File: src/rtl/aes_key_scheduler.sv
// AES key expansion (FIPS-197) for 128/192/256-bit keys, one word per cycle, with an
// external combinational S-box and a registered round-key read port.
module aes_key_scheduler #(
  parameter int unsigned Nk = 4,
  parameter int unsigned Nr = 10,
  localparam int unsigned Nkb = Nk * 32
) (
  input  logic           clk,
  input  logic           rst,
  input  logic           start,
  input  logic [0:Nkb-1] key,
  output logic           busy,
  output logic           key_ready,
  output logic [0:31]    sw_in,
  input  logic [0:31]    sw_out,
  input  logic           rk_rd,
  input  logic [3:0]     rk_idx,
  output logic           rk_valid,
  output logic [0:127]   rk_data,
  output logic           rk_err
);

  localparam int unsigned NumW = 4 * (Nr + 1);
  localparam int unsigned IdxW = 6;

  if (!((Nk == 4) || (Nk == 6) || (Nk == 8)) || (Nr != Nk + 6)) begin : g_bad_param
    $error("aes_key_scheduler: illegal Nk/Nr combination");
  end

  typedef enum logic [1:0] {StIdle, StExpand, StDone} state_e;

  state_e            state_q, state_d;
  logic [IdxW-1:0]   i_q, i_d;
  // Tracks i mod Nk so the non-power-of-two Nk=6 case needs no divider.
  logic [2:0]        j_q, j_d;
  logic [7:0]        rcon_q, rcon_d;
  logic              busy_q, busy_d;
  logic              key_ready_q, key_ready_d;
  logic              rk_valid_q, rk_valid_d;
  logic              rk_err_q, rk_err_d;
  logic [0:127]      rk_data_q, rk_data_d;

  logic [0:31]       w_q [NumW];

  logic [IdxW-1:0]   prev_addr, old_addr, rd_base;
  logic [0:31]       prev_w, old_w, temp_w, new_w;
  logic              rot_sel, sub_sel, last_word;
  logic              load_key, w_we, rd_ok;

  always_comb begin
    prev_addr = (state_q == StExpand) ? i_q - 6'd1 : '0;
    old_addr  = (state_q == StExpand) ? i_q - 6'(Nk) : '0;
    prev_w    = w_q[prev_addr];
    old_w     = w_q[old_addr];
    rot_sel   = (j_q == 3'd0);
    sub_sel   = (Nk == 8) && (j_q == 3'd4);
    last_word = (i_q == 6'(NumW - 1));

    if (state_q == StExpand) begin
      sw_in = rot_sel ? {prev_w[8:31], prev_w[0:7]} : prev_w;
    end else begin
      sw_in = '0;
    end

    if (rot_sel) begin
      temp_w = sw_out ^ {rcon_q, 24'h000000};
    end else if (sub_sel) begin
      temp_w = sw_out;
    end else begin
      temp_w = prev_w;
    end
    new_w = old_w ^ temp_w;
  end

  always_comb begin
    state_d  = state_q;
    i_d      = i_q;
    j_d      = j_q;
    rcon_d   = rcon_q;
    load_key = 1'b0;
    w_we     = 1'b0;
    unique case (state_q)
      StIdle, StDone: begin
        if (start) begin
          state_d  = StExpand;
          i_d      = 6'(Nk);
          j_d      = 3'd0;
          rcon_d   = 8'h01;
          load_key = 1'b1;
        end
      end
      StExpand: begin
        w_we = 1'b1;
        i_d  = i_q + 6'd1;
        j_d  = (j_q == 3'(Nk - 1)) ? 3'd0 : j_q + 3'd1;
        if (rot_sel) begin
          rcon_d = {rcon_q[6:0], 1'b0} ^ (rcon_q[7] ? 8'h1b : 8'h00);
        end
        if (last_word) begin
          state_d = StDone;
        end
      end
      default: state_d = StIdle;
    endcase
    busy_d      = (state_d == StExpand);
    key_ready_d = (state_d == StDone);
  end

  // Reads sample the buffer before this edge's writes, so a read that coincides with a
  // restart still returns the previous key schedule.
  always_comb begin
    rd_ok      = rk_rd && (state_q == StDone) && (rk_idx <= 4'(Nr));
    rd_base    = rd_ok ? {rk_idx, 2'b00} : '0;
    rk_valid_d = rd_ok;
    rk_err_d   = rk_rd && !rd_ok;
    if (rd_ok) begin
      rk_data_d = {w_q[rd_base], w_q[rd_base + 6'd1], w_q[rd_base + 6'd2], w_q[rd_base + 6'd3]};
    end else begin
      rk_data_d = '0;
    end
  end

  always_ff @(posedge clk) begin
    if (rst) begin
      state_q     <= StIdle;
      i_q         <= '0;
      j_q         <= '0;
      rcon_q      <= 8'h01;
      busy_q      <= 1'b0;
      key_ready_q <= 1'b0;
      rk_valid_q  <= 1'b0;
      rk_err_q    <= 1'b0;
      rk_data_q   <= '0;
    end else begin
      state_q     <= state_d;
      i_q         <= i_d;
      j_q         <= j_d;
      rcon_q      <= rcon_d;
      busy_q      <= busy_d;
      key_ready_q <= key_ready_d;
      rk_valid_q  <= rk_valid_d;
      rk_err_q    <= rk_err_d;
      rk_data_q   <= rk_data_d;
    end
  end

  // Word buffer carries no reset; reset only blocks writes.
  always_ff @(posedge clk) begin
    if (!rst) begin
      if (load_key) begin
        for (int unsigned k = 0; k < Nk; k++) begin
          w_q[k] <= key[k*32 +: 32];
        end
      end else if (w_we) begin
        w_q[i_q] <= new_w;
      end
    end
  end

  assign busy      = busy_q;
  assign key_ready = key_ready_q;
  assign rk_valid  = rk_valid_q;
  assign rk_err    = rk_err_q;
  assign rk_data   = rk_data_q;

endmodule

File: config.mk
export PLATFORM = sky130hd
export DESIGN_NAME = aes_key_scheduler
export DESIGN_NICKNAME = d
export VERILOG_FILES = /design/src/rtl/aes_key_scheduler.sv
export SDC_FILE = /design/constraint.sdc
export NUM_CORES = 2
export LEC_CHECK = 0
export CAP_MARGIN = 30
export CELL_PAD_IN_SITES_DETAIL_PLACEMENT = 2
export CELL_PAD_IN_SITES_GLOBAL_PLACEMENT = 2
export CORE_ASPECT_RATIO = 2
export CORE_UTILIZATION = 38
export CTS_CLUSTER_DIAMETER = 30
export CTS_CLUSTER_SIZE = 25
export DETAILED_ROUTE_END_ITERATION = 10
export HOLD_SLACK_MARGIN = 0.05
export PLACE_DENSITY = 0.86
export SETUP_SLACK_MARGIN = 0.4
export SLEW_MARGIN = 10
export SYNTH_ARGS = -nofsm -noshare
export SYNTH_HDL_FRONTEND = slang
export SYNTH_SLANG_ARGS = --single-unit
export TNS_END_PERCENT = 5
File: constraint.sdc
create_clock -name clk -period 5.4 [get_ports clk]
set_input_delay 0.81 -clock clk [delete_from_list [all_inputs] [get_ports clk]]
set_output_delay 0.81 -clock clk [all_outputs]
set_load 0.1 [all_outputs]
==> results.md, run 1 <==
- Post-Syn Area per Cell: 11.3 µm²
- Buffer depth of the longest clock path: 4
- Largest net degree at the start of global routing: just under 100
- Clock Tree Root: clkbuf_16
- Flop and latch count out of synthesis: between 1500 and 2000
- Sequential share of the synthesized area: between 50 and 60%
- Stopping stage: global routing
- Synthesized netlist net count: ~7900
- Die width: 339 µm
- Row count: 247
- Overall Global Routing Usage: 66.5%
- Number of buffers inserted during clock tree synthesis: between 200 and 300
- Remaining global-route overflow: 1
- Xor and xnor area share after synthesis: less than 1%
- # IOs: between 300 and 400
- Post-synthesis share of cell area spent on full adders, half adders and majority gates: less than 1%
- H-tree lvl count: 5
- Halt Reason: [ERROR GRT-0232] Routing congestion too high. Check the congestion heatmap in the GUI.
- Chip height: around 680 µm
- Synthesized area: between 80000 and 90000 µm²
- Cells after Synth: ~7700
- CTS Hold Bufs: 0
- Leading register cell type out of synthesis: edfxtp_1
- Number of distinct standard cells referenced by the synthesized netlist: 95
- Number of port buffers: roughly 330
- Share of cell area taken by muxes after synthesis: between 10% and 20%
- Status: did not finish
- Number of warnings printed during yosys synthesis: 0
- Combinational family with the most area after synthesis: compound AO/OA/AOI/OAI gates
- Initial core utilization: about two fifths
- Number of clock sinks seen by CTS: 1559
- Simple-gate share of the synthesized area: 9.98%
- Routability congestion estimate from global placement: 1.09
- Half-perimeter wire length after detailed placement: slightly below 500000 µm
- Share of the synthesized area in compound gates (AO/OA/AOI/OAI): 20.3%
- Asr flop ratio synth: 0%
- Count of flip-flops with a built-in enable after synthesis: approximately 1400
per-stage QoR:
step           setup TNS (ps)  instances  worst slack (ps)  area, µm²
3_5_place_dp                0      11218              8.95     101000
4_1_cts                     0      11839               120     113000
2_1_floorplan            -960       7687              -128      86600
3_3_place_gp            -8140      11180              -202     100000
layer usage:
metal / track usage [%] / overflow
met1: 64.1 / 1
met2: 89.7 / 0
met3: 39.5 / 0
met4: 77.6 / 0
met5: 12.9 / 0
cells by family after synthesis:
family	Yosys count
DFF	1559
xor gates and xnor gates	46
muxes	706
buffers and inverters	928
AOI/OAI and AO/OA	2512
and+or+nand+nor	1929
adders and majority gates	7
Yosys cell counts (13+ instances only):
cell type / instances / share of area (%)
o21ai_0: 184 / 1.1
xor2_1: 15 / 0.15
o211a_1: 23 / 0.27
nand3_1: 116 / 0.67
and3_1: 35 / 0.25
o21ai_1: 46 / 0.27
o22ai_1: 301 / 2.2
buf_2: 220 / 1.3
xor2_2: 14 / 0.26
a311oi_1: 174 / 1.8
a21o_1: 27 / 0.23
and2_1: 135 / 0.98
mux4_2: 234 / 6.1
o2bb2ai_1: 41 / 0.42
clkbuf_1: 414 / 1.8
nor2b_1: 72 / 0.52
a221oi_1: 249 / 2.5
o221ai_1: 33 / 0.33
a211oi_1: 419 / 3.6
a211o_1: 32 / 0.32
a222oi_1: 28 / 0.32
nand2_1: 911 / 4.0
a21oi_1: 555 / 3.2
edfxtp_1: 1408 / 49
o211ai_1: 70 / 0.61
nor3_1: 165 / 0.95
a22oi_1: 70 / 0.61
inv_1: 154 / 0.67
nor4_1: 22 / 0.16
mux2_2: 106 / 1.4
a221o_1: 39 / 0.45
nand4_1: 16 / 0.12
a31oi_1: 78 / 0.56
buf_4: 49 / 0.43
buf_6: 29 / 0.38
a22o_1: 20 / 0.20
a32o_1: 13 / 0.15
nand2b_1: 28 / 0.20
buf_1: 58 / 0.25
dfxtp_1: 151 / 3.5
mux2i_1: 359 / 4.2
nor2_1: 374 / 1.6
repair_timing:
action,CTS
endpoints found under the setup margin,165
buffers inserted,70
resized for setup,180
gates cloned,12
pin swaps,33
==> run 2: changes to the inputs <==
- CELL_PAD_IN_SITES_DETAIL_PLACEMENT: 2 -> not set
- CELL_PAD_IN_SITES_GLOBAL_PLACEMENT: 2 -> not set
- CORE_ASPECT_RATIO: 2 -> not set
- CORE_UTILIZATION: 38 -> 25
- CTS_CLUSTER_DIAMETER: 30 -> not set
- CTS_CLUSTER_SIZE: 25 -> not set
- HOLD_SLACK_MARGIN: 0.05 -> not set
- PLACE_DENSITY: 0.86 -> not set
- PLACE_DENSITY_LB_ADDON: not set -> 0.15
- SETUP_SLACK_MARGIN: 0.4 -> not set
- clock period: 5.4 -> 7.02 ns (I/O delays scaled with it)
==> results.md, run 2 <==
- Status: completed (was did not finish)
- Number of distinct standard cells referenced by the synthesized netlist: 95 (unchanged)
- Via density per instance: roughly 6.2
- Post-Route Setup TNS: 0 ps
- Clock Tree Root: clkbuf_16 (unchanged)
- # IOs: 332 (unchanged)
- Combinational Power Share: ~22%
- RSZ-0062 raised after global routing: no
- Most common cell after layout, fill and taps aside: edfxtp_1
- Part of the total power dissipated in sequential elements: about two fifths
- Sequential share of the synthesized area: 52.4% (unchanged)
- Top-count cell post-synth: edfxtp_1 (unchanged)
- Internal: about 19 mW
- Area of the multi-input gates: approximately 38000 µm²
- CTS tree: done
- DIE AREA: around 350000 µm²
- Largest register FFs: 1408
- Number of port buffers: 331 (unchanged)
- Met3 wire length: about 65000 µm
- Top achievable clock speed: 143 MHz
- Largest fanout on the critical path: 19
- Number of warnings printed during yosys synthesis: 0 (unchanged)
- Detailed router's first-iteration violation count: 13264
- Routability congestion estimate from global placement: 0.953 (was 1.09)
- Number of pins exceeding their max-slew limit in the final report: 0
- Clock group share of total power: 38.9%
- Post-Syn Area per Cell: 11.3 µm² (unchanged)
- Cell-by-cell trace of the critical path: nor2b_4 -> buf_4 -> nand2_2 -> buf_4 -> buf_4 -> a211oi_1 -> nor3_1 -> nor3_1 -> nor3_1 -> a21oi_1 -> a21oi_1 -> nor2_1 -> buf_12
- Number of buffers inserted during clock tree synthesis: 198 (was 297)
- Total net switching power: slightly above 9 mW
- Max-Cap Viols: 0
- Synthesized area: 86500 µm² (unchanged)
- Arr. time, crit path: 5930 ps
- Worst voltage drop across the vdd grid: between 0.00015 and 0.0002 V
- Startpoint kind of the worst setup timing path: flip-flop
- Endpoint required time on the critical path: between 5000 and 6000 ps
- Clock insertion delay at the later pin of the skew report: between 900 and 1000 ps
- Worst clock skew on the final layout: between 50 and 60 ps
- Fraction of final layout cells sized beyond drive strength 1: between 10% and 20%
- Remaining global-route overflow: 0
- Fin crit share: between 90% and 100%
- Number of clock sinks seen by CTS: 1559 (unchanged)
- Slowest stage delay, CP: around 800 ps
- Core area: around 340000 µm²
- Transition time of the tightest slew-check pin: approximately 1200 ps
- Leading register cell type out of synthesis: edfxtp_1 (unchanged)
- Wire length of the first global-routing pass: just under 700000 µm
- Proportion of total power due to net switching: 32.2%
- Reg clk slew, reported paths: around 70 ps
- Count of flip-flops with a built-in enable after synthesis: 1408 (unchanged)
- Hold Fails Final Rpt: 0
- FF+latch area: 45300 µm²
- Leading cell types by count after synthesis: edfxtp_1, nand2_1, a21oi_1 (unchanged)
- Initial core utilization: 25.2% (was 38.2%)
- Residual DRC: 0
- Largest delay contributor family on the critical path: simple AND/OR/NAND/NOR gates
- Leakage power figure: 34.2 nW
- Flop and latch count out of synthesis: 1559 (unchanged)
- Number of optimization iterations in the first detailed-route pass: 10
- P&R area growth vs syn: 20.9%
- Setup Slack @ Placement: 1140 ps (was 8.95 ps)
- Most used cells in the layout excluding fill and tap cells: edfxtp_1, nand2_1, a21oi_1
- Worst hold path type: reg -> reg
- Hold_sp: rcon_q[6]
- Largest net degree at the start of global routing: between 100 and 150
- Routed via count: ~79000
- Critical path buffers and inverters: 4
- Clock period minus worst slack: between 6000 and 7000 ps
- Setup Crit Path Kind: reg -> out
- Startpoint of the most critical setup path: state_q[0]
- Antenna-violating nets left: 0
- Power per cell area: between 200 and 300 nW/µm²
- Row count: 215 (was 247)
- Die width: 590 µm (was 339 µm)
- Antenna violations before repair: just under 70
- Vias in the first global route: around 73000
- Cells after Synth: 7687 (unchanged)
- Top register by number of flip-flops: w_q
- Utilization after layout: 30.5%
- Total cell area at the placement stage: 97700 µm² (was 101000 µm²)
- Wire length on met1: approximately 220000 µm
- Buffer depth of the longest clock path: 4 (unchanged)
- Layout fillers: about 35000
- Asr flop ratio synth: 0% (unchanged)
- Largest cells by area after synthesis: edfxtp_1, mux4_2, mux2i_1 (unchanged)
- Cell type of the slowest stage on the worst timing path: a21oi_1
- Type of element capturing the critical path: output pin
- Overall Global Routing Usage: between 20% and 30%
- Total non-filler cell area in the finished layout: 105000 µm²
- Uppermost signal routing layer after detailed routing: met5
- Setup ws final: about 40 ps
- Chip height: 590 µm (was 677 µm)
- Worst flop-to-flop path startpoint: state_q[0]
- Number of buffers added for setup after CTS: 0 (was 70)
- H-tree lvl count: 4 (was 5)
- Proportion of netlist area held by the largest area contributor: 48.9% (unchanged)
- Hold slack: approximately 500 ps
- Half-perimeter wire length after detailed placement: 350000 µm (was 489000 µm)
- Total Wirelength: 530000 µm
- Yosys top cell by area: edfxtp_1 (unchanged)
- Relative slew slack: 22.8%
- Routed met2 length: 216000 µm
- Number of setup violations in the final report: 0
- Synthesized netlist net count: 7862 (unchanged)
- Post-layout nets: 8050
- Post-detailed-route wirelength per cell: about 42 µm
[run 2: cell counts after synthesis]
Identical to the previous run, type by type.
[run 2: stage by stage]
stage,instances,power [mW]
6_report,12616,28.3
5_1_grt,12599,28.8
4_1_cts,12595,28.2
3_5_place_dp,12230,17.3
3_3_place_gp,12190,17.1
2_1_floorplan,7687,14.2
[run 2: tightest hold or removal path: cells and delay by family, from the launching register on]
kind | cells | cell delay (ps)
simple gates | 1 | 70
flops | 1 | 340
compound gates | 1 | 50
[run 2: repair_timing]
action / CTS / global route
endpoints found under the setup margin: 0 / 2
gates resized for setup: 0 / 1
endpoints found under the hold margin: 0 / 0
hold buffers: 0 / 0
[run 2: logic make-up after synthesis]
| group | after synthesis | synth area share, % |
|---|---|---|
| muxes | 706 | 11.8 |
| AOI/OAI and AO/OA | 2512 | 20.3 |
| DFF | 1559 | 52.4 |
| adders and majority gates | 7 | 0.101 |
| buffers and inverters | 928 | 4.82 |
| and+or+nand+nor | 1929 | 9.98 |
| xor gates and xnor gates | 46 | 0.652 |
[run 2: layout make-up]
class                      count  share of cell area [%]
clock buffer                 241                    5.12
multi-input combinational   5200                    36.1
antenna                       19                  0.0454
tap                         4557                    5.45
clock inverter               124                    1.37
timing repair buffer         759                    8.02
sequential                  1559                    43.3
inverter                     157                   0.570
[run 2: path summary, 6_finish.rpt]
kind                 end  slack [ps]  cells past startpoint
min            rcon_q[7]         500                      2
max            sw_in[14]          40                     13
max reg2reg  w_q[32][18]        1300                     12
min reg2reg    rcon_q[7]         500                      2
[run 2: power groups by stage]
stage | Sequential, mW | Combinational, mW | Clock (mW)
finish | 11.2 | 6.10 | 11.0
global route | 11.2 | 6.22 | 11.4
CTS | 11.2 | 5.93 | 11.1
detailed placement | 11.4 | 5.92 | 0
global placement | 11.4 | 5.72 | 0
floorplan | 11.3 | 2.87 | 0
[run 2: metal layers]
metal,vias to the layer above,GRT usage [%]
met4,32,15.4
met2,6272,41.8
li1,30816,-
met1,40187,39.7
met3,1227,8.86
met5,-,0
Power figures use the tool's default switching activity.
